==> src/rtl/bcd_segment_display_ctrl.sv <==
// Packed-BCD to 7-segment display controller with leading-zero blanking.
// Optional blinking is built only when the SEG_BLINK_EN macro is defined.
module bcd_segment_display_ctrl #(
  parameter int BCD_DIGITS     = 4,
  parameter int HEX_MODE       = 0,
  parameter int SEG_ACTIVE_LOW = 0,
  parameter int BLINK_TICKS    = 25000000
) (
  input  logic                    CLK,
  input  logic                    RESET,
  input  logic [BCD_DIGITS*4-1:0] BCD_IN,
  input  logic                    BCD_VALID,
  input  logic                    LZ_BLANK_EN,
  input  logic [BCD_DIGITS-1:0]   BLINK_MASK,
  output logic [BCD_DIGITS*7-1:0] SEG_OUT,
  output logic                    UPDATE_DONE
);

  localparam int DW = BCD_DIGITS * 4;
  localparam int SW = BCD_DIGITS * 7;
  localparam logic [SW-1:0] SEG_OFF = (SEG_ACTIVE_LOW != 0) ? {SW{1'b1}} : {SW{1'b0}};

  // BCD_VALID is a one-cycle strobe with no back-pressure: every sampled high
  // captures BCD_IN, and UPDATE_DONE answers it two edges later.
  logic [DW-1:0] cap_q, cap_d;
  logic          loaded_q, loaded_d;
  logic          pend_q, pend_d;
  logic [DW-1:0] disp_q, disp_d;
  logic          disp_vld_q, disp_vld_d;
  logic          upd_q, upd_d;
  logic [SW-1:0] seg_q, seg_d;
  logic          done_q, done_d;
  logic          blink_phase;

  function automatic logic [6:0] decode(input logic [3:0] d);
    logic hex;
    hex = (HEX_MODE != 0);
    case (d)
      4'h0: decode = 7'b0111111;
      4'h1: decode = 7'b0000110;
      4'h2: decode = 7'b1011011;
      4'h3: decode = 7'b1001111;
      4'h4: decode = 7'b1100110;
      4'h5: decode = 7'b1101101;
      4'h6: decode = 7'b1111101;
      4'h7: decode = 7'b0000111;
      4'h8: decode = 7'b1111111;
      4'h9: decode = 7'b1100111;
      4'hA: decode = hex ? 7'b1110111 : 7'b0000000;
      4'hB: decode = hex ? 7'b1111100 : 7'b0000000;
      4'hC: decode = hex ? 7'b0111001 : 7'b0000000;
      4'hD: decode = hex ? 7'b1011110 : 7'b0000000;
      4'hE: decode = hex ? 7'b1111001 : 7'b0000000;
      default: decode = hex ? 7'b1110001 : 7'b0000000;
    endcase
  endfunction

`ifdef SEG_BLINK_EN
  localparam int CW = (BLINK_TICKS > 2) ? $clog2(BLINK_TICKS) : 1;
  logic [CW-1:0] cnt_q, cnt_d;
  logic          phase_q, phase_d;

  always_comb begin
    cnt_d   = cnt_q + 1'b1;
    phase_d = phase_q;
    if (cnt_q == CW'(BLINK_TICKS - 1)) begin
      cnt_d   = '0;
      phase_d = ~phase_q;
    end
  end

  always_ff @(posedge CLK) begin
    if (RESET) begin
      cnt_q   <= '0;
      phase_q <= 1'b0;
    end else begin
      cnt_q   <= cnt_d;
      phase_q <= phase_d;
    end
  end

  assign blink_phase = phase_q;
`else
  assign blink_phase = 1'b0;
`endif

  always_comb begin
    logic       upper_zero;
    logic [3:0] dig;
    logic [6:0] raw;
    cap_d      = cap_q;
    loaded_d   = loaded_q;
    pend_d     = BCD_VALID;
    disp_d     = disp_q;
    disp_vld_d = disp_vld_q;
    upd_d      = pend_q;
    done_d     = upd_q;
    seg_d      = '0;
    upper_zero = 1'b1;
    dig        = '0;
    raw        = '0;
    if (BCD_VALID) begin
      cap_d    = BCD_IN;
      loaded_d = 1'b1;
    end
    if (pend_q) begin
      disp_d     = cap_q;
      disp_vld_d = loaded_q;
    end
    // Walk from the most significant digit so upper_zero covers digits i..top.
    for (int i = BCD_DIGITS - 1; i >= 0; i--) begin
      dig        = disp_q[i*4 +: 4];
      upper_zero = upper_zero & (dig == 4'd0);
      raw        = decode(dig);
      if (!disp_vld_q)                           raw = 7'b0000000;
      else if (LZ_BLANK_EN && i > 0 && upper_zero) raw = 7'b0000000;
      else if (blink_phase && BLINK_MASK[i])     raw = 7'b0000000;
      seg_d[i*7 +: 7] = raw;
    end
    seg_d = seg_d ^ SEG_OFF;
  end

  always_ff @(posedge CLK) begin
    if (RESET) begin
      cap_q      <= '0;
      loaded_q   <= 1'b0;
      pend_q     <= 1'b0;
      disp_q     <= '0;
      disp_vld_q <= 1'b0;
      upd_q      <= 1'b0;
      seg_q      <= SEG_OFF;
      done_q     <= 1'b0;
    end else begin
      cap_q      <= cap_d;
      loaded_q   <= loaded_d;
      pend_q     <= pend_d;
      disp_q     <= disp_d;
      disp_vld_q <= disp_vld_d;
      upd_q      <= upd_d;
      seg_q      <= seg_d;
      done_q     <= done_d;
    end
  end

  assign SEG_OUT     = seg_q;
  assign UPDATE_DONE = done_q;

endmodule
==> config.mk <==
export PLATFORM = sky130hd
export DESIGN_NAME = bcd_segment_display_ctrl
export DESIGN_NICKNAME = d
export VERILOG_FILES = /design/src/rtl/bcd_segment_display_ctrl.sv
export SDC_FILE = /design/constraint.sdc
export NUM_CORES = 1
export LEC_CHECK = 0
export CAP_MARGIN = 0
export CORE_UTILIZATION = 40
export CTS_CLUSTER_DIAMETER = 100
export DETAILED_ROUTE_END_ITERATION = 8
export SYNTH_ARGS = -nofsm -noshare
export SYNTH_HDL_FRONTEND = slang
export SYNTH_SLANG_ARGS = --single-unit
export TNS_END_PERCENT = 100
==> constraint.sdc <==
create_clock -name CLK -period 2 [get_ports CLK]
set_input_delay 0.6 -clock CLK [delete_from_list [all_inputs] [get_ports CLK]]
set_output_delay 0.6 -clock CLK [all_outputs]
set_load 0.03 [all_outputs]
==> flow_summary.yaml, run 1 <==
layout:
  drive_gt1_frac: 0.0845
  syn_to_final_growth_pct: 27.4
  finalNetCount: 383
  final_cell_area_um2: 3630
  diodes: 0
route:
  drc: 0
  ant_nets: 0
  wl_mm: 4.96
  vias_per_cell: 4.53
  first_pass_iters: 4
  first_iter_violations: 68
  vias: 1990
  avgRoutedWirePerCell_um: 11.3
floorplanning:
  core-area_um2: 6830
  rows: 30
  die_h_um: 86.4
  dieWidth_um: 86.4
  initial_core_util: 0.417
  ioPinCount: 53
  die_area_um2: 7460
clock_tree:
  post_cts_buffers: 0
  clk_path_buf_depth: 2
  insertion_delay_ps: 330
  clock-sinks: 65
  cts_resized: 0
  clk_pin_slew_worst_paths_ps: 70
  ctsHoldBuffers: 0
  cts-root-buf: "clkbuf_8"
  ctsHtreeMaxLevel: 3
  numCtsBuffers: 9
  cts_tree: "done"
timing:
  tns_ps: 0
  hold_viol: 0
  tightest_slew_ps: 487
  rsz0062_at_grt: "false"
  setup_viol: 0
  slew_headroom: 0.675
  max_freq_mhz: 521
  post-route-period-util: 0.959
  layout_min_cycle_time_ps: 1920
  slew_violations: 0
  fin_hold_ws_ps: 437
  skew_ps: 9.01
pwr:
  combPwrFrac: 0.087
  clkPwrFrac: 0.434
  finalPower_w: 0.00286
  p_leak_nw: 1.51
  p_switching_w: 0.000623
  vdd_drop_max_v: 0.000345
  power_density_nw_per_um2: 789
  netSwitchingFraction: 0.218
  sequentialPowerShare: 0.479
  p_int_w: 0.00224
worst_setup_path:
  crit_arrival_ps: 1320
  crit_path_max_fanout: 1
  r2r-start: "disp_q[9]$_SDFFE_PP0P_"
  critical_path.max_stage_delay_ps: 670
  end_kind: "output port"
  critical_path_class: "flop to output port"
  startpoint_type: "flop"
  crit_buf_inv: 1
  slowest_stage: "clkdlybuf4s50_1"
  crit_path_cell_trace: "clkdlybuf4s50_1"
  cp_data_required_time_ps: 1400
  critPathLaunch: "SEG_OUT[12]$_SDFF_PP0_"
  critPathTopFamily: "buffers and inverters"
flow_run:
  maxCapViolations: 0
global_route:
  grt_usage: 0.146
  grt-ovfl-total: 0
  antenna_found_initial: 0
  grt_pass1_vias: 1814
  grt_max_degree: 38
  grt_pass1_wl_mm: 8.31
yosys:
  syn_inst: 291
  yosys_warnings: 0
  yosysSeqAreaShare: 0.457
  synth_edf_count: 0
  syn-num-nets: 336
  ys.flop_type: "dfxtp_1"
  synth_cell_type_count: 39
  ys_ff_latch: 65
  syn-cell-area_um2: 2850
  post_synth.cell_area_avg_um2: 9.79
  async_flop_share: 0
place:
  port_buffers: 48
  placed_area_um2: 3410
  routabilityCongestion: 0.791
  hpwl_mm: 3.27
hold_path:
  worstHoldStart: "done_d$_SDFF_PP0_"
  hp-class: "flop to flop"
run_status:
  status: "finished, final reports clean"
-- kinds of logic after synthesis --
kind of cell	share of synthesized area
flops	0.457
fa+ha+maj	0.0922
simple gates	0.162
mux	0.119
compound gates	0.115
buf+inv	0.0514
xor+xnor	0.00307
-- Yosys cell counts, types with 4 or more instances --
| library cell | instances | area (um^2) |
|---|---|---|
| dfxtp_1 | 65 | 1300 |
| nor2_1 | 48 | 180 |
| mux2i_1 | 34 | 340 |
| ha_1 | 21 | 263 |
| a21oi_1 | 19 | 95.1 |
| inv_1 | 15 | 56.3 |
| nand2b_1 | 11 | 68.8 |
| o21a_1 | 10 | 75.1 |
| nand2_1 | 9 | 33.8 |
| buf_2 | 6 | 30.0 |
| clkbuf_1 | 4 | 15.0 |
| nor2b_1 | 4 | 25.0 |
| o21ai_0 | 4 | 20.0 |
-- cells in the final DEF, fill, tap and decap left out, types with 4 or more instances in the layout --
master            n
clkdlybuf4s50_1  48
o21ai_0           4
nor2_1           48
dfxtp_1          65
ha_1             21
clkbuf_8         11
nand2b_1         11
nor2b_1           4
o21a_1           10
mux2i_1          34
nand2_1           9
a21oi_1          19
inv_1            15
-- sequential cells by signal, indices dropped and copies added (netlist names) --
signal / flops
SEG_OUT: 28
UPDATE_DONE: 1
cap_q: 16
disp_q: 16
disp_vld_q: 1
done_d: 1
loaded_q: 1
pend_q: 1
-- layer usage --
metal | share of wire | vias up | track usage
met5 | 0 | - | 0
met3 | 0.040 | 8 | 0.0343
met4 | 0.018 | 0 | 0.0879
met2 | 0.44 | 48 | 0.222
li1 | - | 1062 | -
met1 | 0.50 | 872 | 0.188
-- layout make-up --
type	instances	area, um^2
Clock buffer	14	163
Multi-Input combinational cell	194	1400
Inverter	16	60.1
Fill cell	655	3200
Sequential cell	65	1300
Tap cell	96	120
Timing Repair Buffer	52	523
Clock inverter	2	60.1
-- metrics by stage --
step           utilization  worst slack [ps]  instances
2_1_floorplan            -               607        291
3_3_place_gp         0.499               144        423
3_5_place_dp         0.499               150        423
4_1_cts              0.531              62.3        439
5_1_grt              0.531              38.6        439
6_report             0.531              82.2        439
-- final timing paths --
kind	depth (start not counted)	slack, ps	to
min reg2reg	1	440	UPDATE_DONE$_SDFF_PP0_
max	1	80	SEG_OUT[12]
max reg2reg	5	400	SEG_OUT[14]$_SDFF_PP0_
min	1	440	UPDATE_DONE$_SDFF_PP0_
-- worst reg2reg max path: stages (launching register included) --
cell     delay (ps)
dfxtp_1         480
inv_1           100
ha_1            250
nor3b_2         210
a21oi_2         320
o211a_1         200
-- power groups by stage --
stage / Sequential, W / Combinational, W / Clock, W
floorplan: 0.00141 / 0.000154 / 0
global placement: 0.00140 / 0.000248 / 0
detailed placement: 0.00140 / 0.000250 / 0
CTS: 0.00137 / 0.000252 / 0.00129
global route: 0.00138 / 0.000276 / 0.00135
finish: 0.00137 / 0.000249 / 0.00124
No activity file was read; power rests on OpenSTA's default activity.
==> inputs of run 2 (changes only) <==
CAP_MARGIN = 5   (was 0)
CORE_UTILIZATION = 52   (was 40)
PLACE_DENSITY = 0.8   (was default)
==> run 2 against run 1 <==
- die area shrank 23%
- combinational power barely moved
- register-to-register slack barely moved
- critical path depth unchanged
- non-clock buffer count stayed put
- clock skew shrank 5.2 ps
- first-iteration DRC count rose by 22%
- highest routed layer unchanged
- via count rose by 2.2%
- sequential share of layout area is 0.82 points higher
==> flow_summary.yaml, run 2 (synthesized netlist as in run 1, its figures left out) <==
run_status:
  status: "finished, final reports clean"
hold_path:
  hp-class: "flop to flop"
floorplanning:
  rows: 26
  die_area_um2: 5780
  dieWidth_um: 76.0
  die_h_um: 76.0
  initial_core_util: 0.547
  ioPinCount: 53
  core-area_um2: 5200
clock_tree:
  clk_path_buf_depth: 2
  insertion_delay_ps: 330
  ctsHoldBuffers: 0
  clock-sinks: 65
  ctsHtreeMaxLevel: 3
  cts_resized: 0
  numCtsBuffers: 9
  clk_pin_slew_worst_paths_ps: 70
  cts-root-buf: "clkbuf_8"
  cts_tree: "done"
  post_cts_buffers: 0
pwr:
  power_density_nw_per_um2: 733
  p_leak_nw: 1.49
  vdd_drop_max_v: 0.000503
  combPwrFrac: 0.096
  netSwitchingFraction: 0.239
  p_int_w: 0.00198
  sequentialPowerShare: 0.527
  p_switching_w: 0.000623
  clkPwrFrac: 0.377
global_route:
  grt-ovfl-total: 0
  grt_pass1_wl_mm: 8.36
  antenna_found_initial: 0
  grt_usage: 0.184
  grt_pass1_vias: 1777
  grt_max_degree: 38
route:
  ant_nets: 0
  avgRoutedWirePerCell_um: 12.0
  first_iter_violations: 83
  drc: 0
  vias: 2034
  wl_mm: 4.95
  first_pass_iters: 4
  vias_per_cell: 4.92
timing:
  slew_violations: 0
  layout_min_cycle_time_ps: 1920
  tightest_slew_ps: 460
  rsz0062_at_grt: "false"
  hold_viol: 0
  setup_viol: 0
  slew_headroom: 0.693
  tns_ps: 0
  post-route-period-util: 0.961
  max_freq_mhz: 520
  skew_ps: 3.84
worst_setup_path:
  crit_path_cell_trace: "clkdlybuf4s50_1"
  slowest_stage: "clkdlybuf4s50_1"
  crit_buf_inv: 1
  critical_path_class: "flop to output port"
  critical_path.max_stage_delay_ps: 670
  startpoint_type: "flop"
  ff2ff_setup_slack_ps: 390
  crit_end: "SEG_OUT[27]"
  cp_data_required_time_ps: 1400
  critPathTopFamily: "buffers and inverters"
  path_depth: 1
  end_kind: "output port"
  crit_path_max_fanout: 1
  crit_arrival_ps: 1320
  r2r-start: "disp_q[13]$_SDFFE_PP0P_"
  critPathLaunch: "SEG_OUT[27]$_SDFF_PP0_"
  reg2reg_depth: 5
  r2r-end: "SEG_OUT[14]$_SDFF_PP0_"
layout:
  instances_no_fill: 413
  drive_gt1_frac: 0.0875
  postLayoutCoreUtil: 0.681
  largest_register_ffs: 28
  final_cell_area_um2: 3550
  syn_to_final_growth_pct: 24.5
  layout_commonest_cell: "dfxtp_1"
  fill_cells: 437
  final_cell_mix: "dfxtp_1 (65), nor2_1 (48), clkdlybuf4s50_1 (48), mux2i_1 (34), ha_1 (21)"
  finalNetCount: 383
  diodes: 0
place:
  dp.cells: 397
  port_buffers: 48
  hpwl_mm: 3.27
  placed_area_um2: 3370
  routabilityCongestion: 0.786
flow_run:
  maxCapViolations: 0
[run 2: cell type report]
class                   count  area, um^2  share of cell area
repair buffers             52         523               0.147
clock buffers              13         159              0.0448
well taps                  70        87.6              0.0247
flip-flops and latches     65        1300               0.367
multi-input cells         194        1400               0.395
inverters                  16        60.1              0.0169
clock inverters             3        15.0             0.00423
[run 2: layer usage]
metal,global-route usage,part of all wire,up-vias
li1,-,-,1058
met1,0.241,0.50,923
met2,0.277,0.44,44
met3,0.0359,0.036,9
met4,0.115,0.020,0
met5,0,0,-
[run 2: worst min path at each step]
stage | from | endpoint | slack (ps) | cells after the start
2_1_floorplan | done_d$_SDFF_PP0_ | UPDATE_DONE$_SDFF_PP0_ | 410 | 1
3_3_place_gp | done_d$_SDFF_PP0_ | UPDATE_DONE$_SDFF_PP0_ | 420 | 1
3_5_place_dp | done_d$_SDFF_PP0_ | UPDATE_DONE$_SDFF_PP0_ | 430 | 1
4_1_cts | done_d$_SDFF_PP0_ | UPDATE_DONE$_SDFF_PP0_ | 460 | 1
5_1_grt | done_d$_SDFF_PP0_ | UPDATE_DONE$_SDFF_PP0_ | 470 | 1
6_report | done_d$_SDFF_PP0_ | UPDATE_DONE$_SDFF_PP0_ | 450 | 1
[run 2: power groups by stage]
stage / Sequential (W) / Clock [W] / Combinational (W)
3_5_place_dp: 0.00140 / 0 / 0.000251
5_1_grt: 0.00138 / 0.00107 / 0.000274
3_3_place_gp: 0.00140 / 0 / 0.000246
4_1_cts: 0.00137 / 0.00100 / 0.000253
2_1_floorplan: 0.00141 / 0 / 0.000154
6_report: 0.00137 / 0.000981 / 0.000250
[run 2: stage by stage]
stage	hold WS, ps	total power (W)	worst slack (ps)
floorplan	414	0.00156	607
global placement	416	0.00164	168
detailed placement	431	0.00165	163
CTS	458	0.00263	63.6
global route	469	0.00272	26.8
finish	452	0.00260	78.1
==> inputs of run 3 (changes only) <==
CTS_CLUSTER_DIAMETER = 30   (was 100)
TNS_END_PERCENT = 20   (was 100)
==> results of run 3 <==
No change in the layout: final DEF, timing and power equal those of run 2.
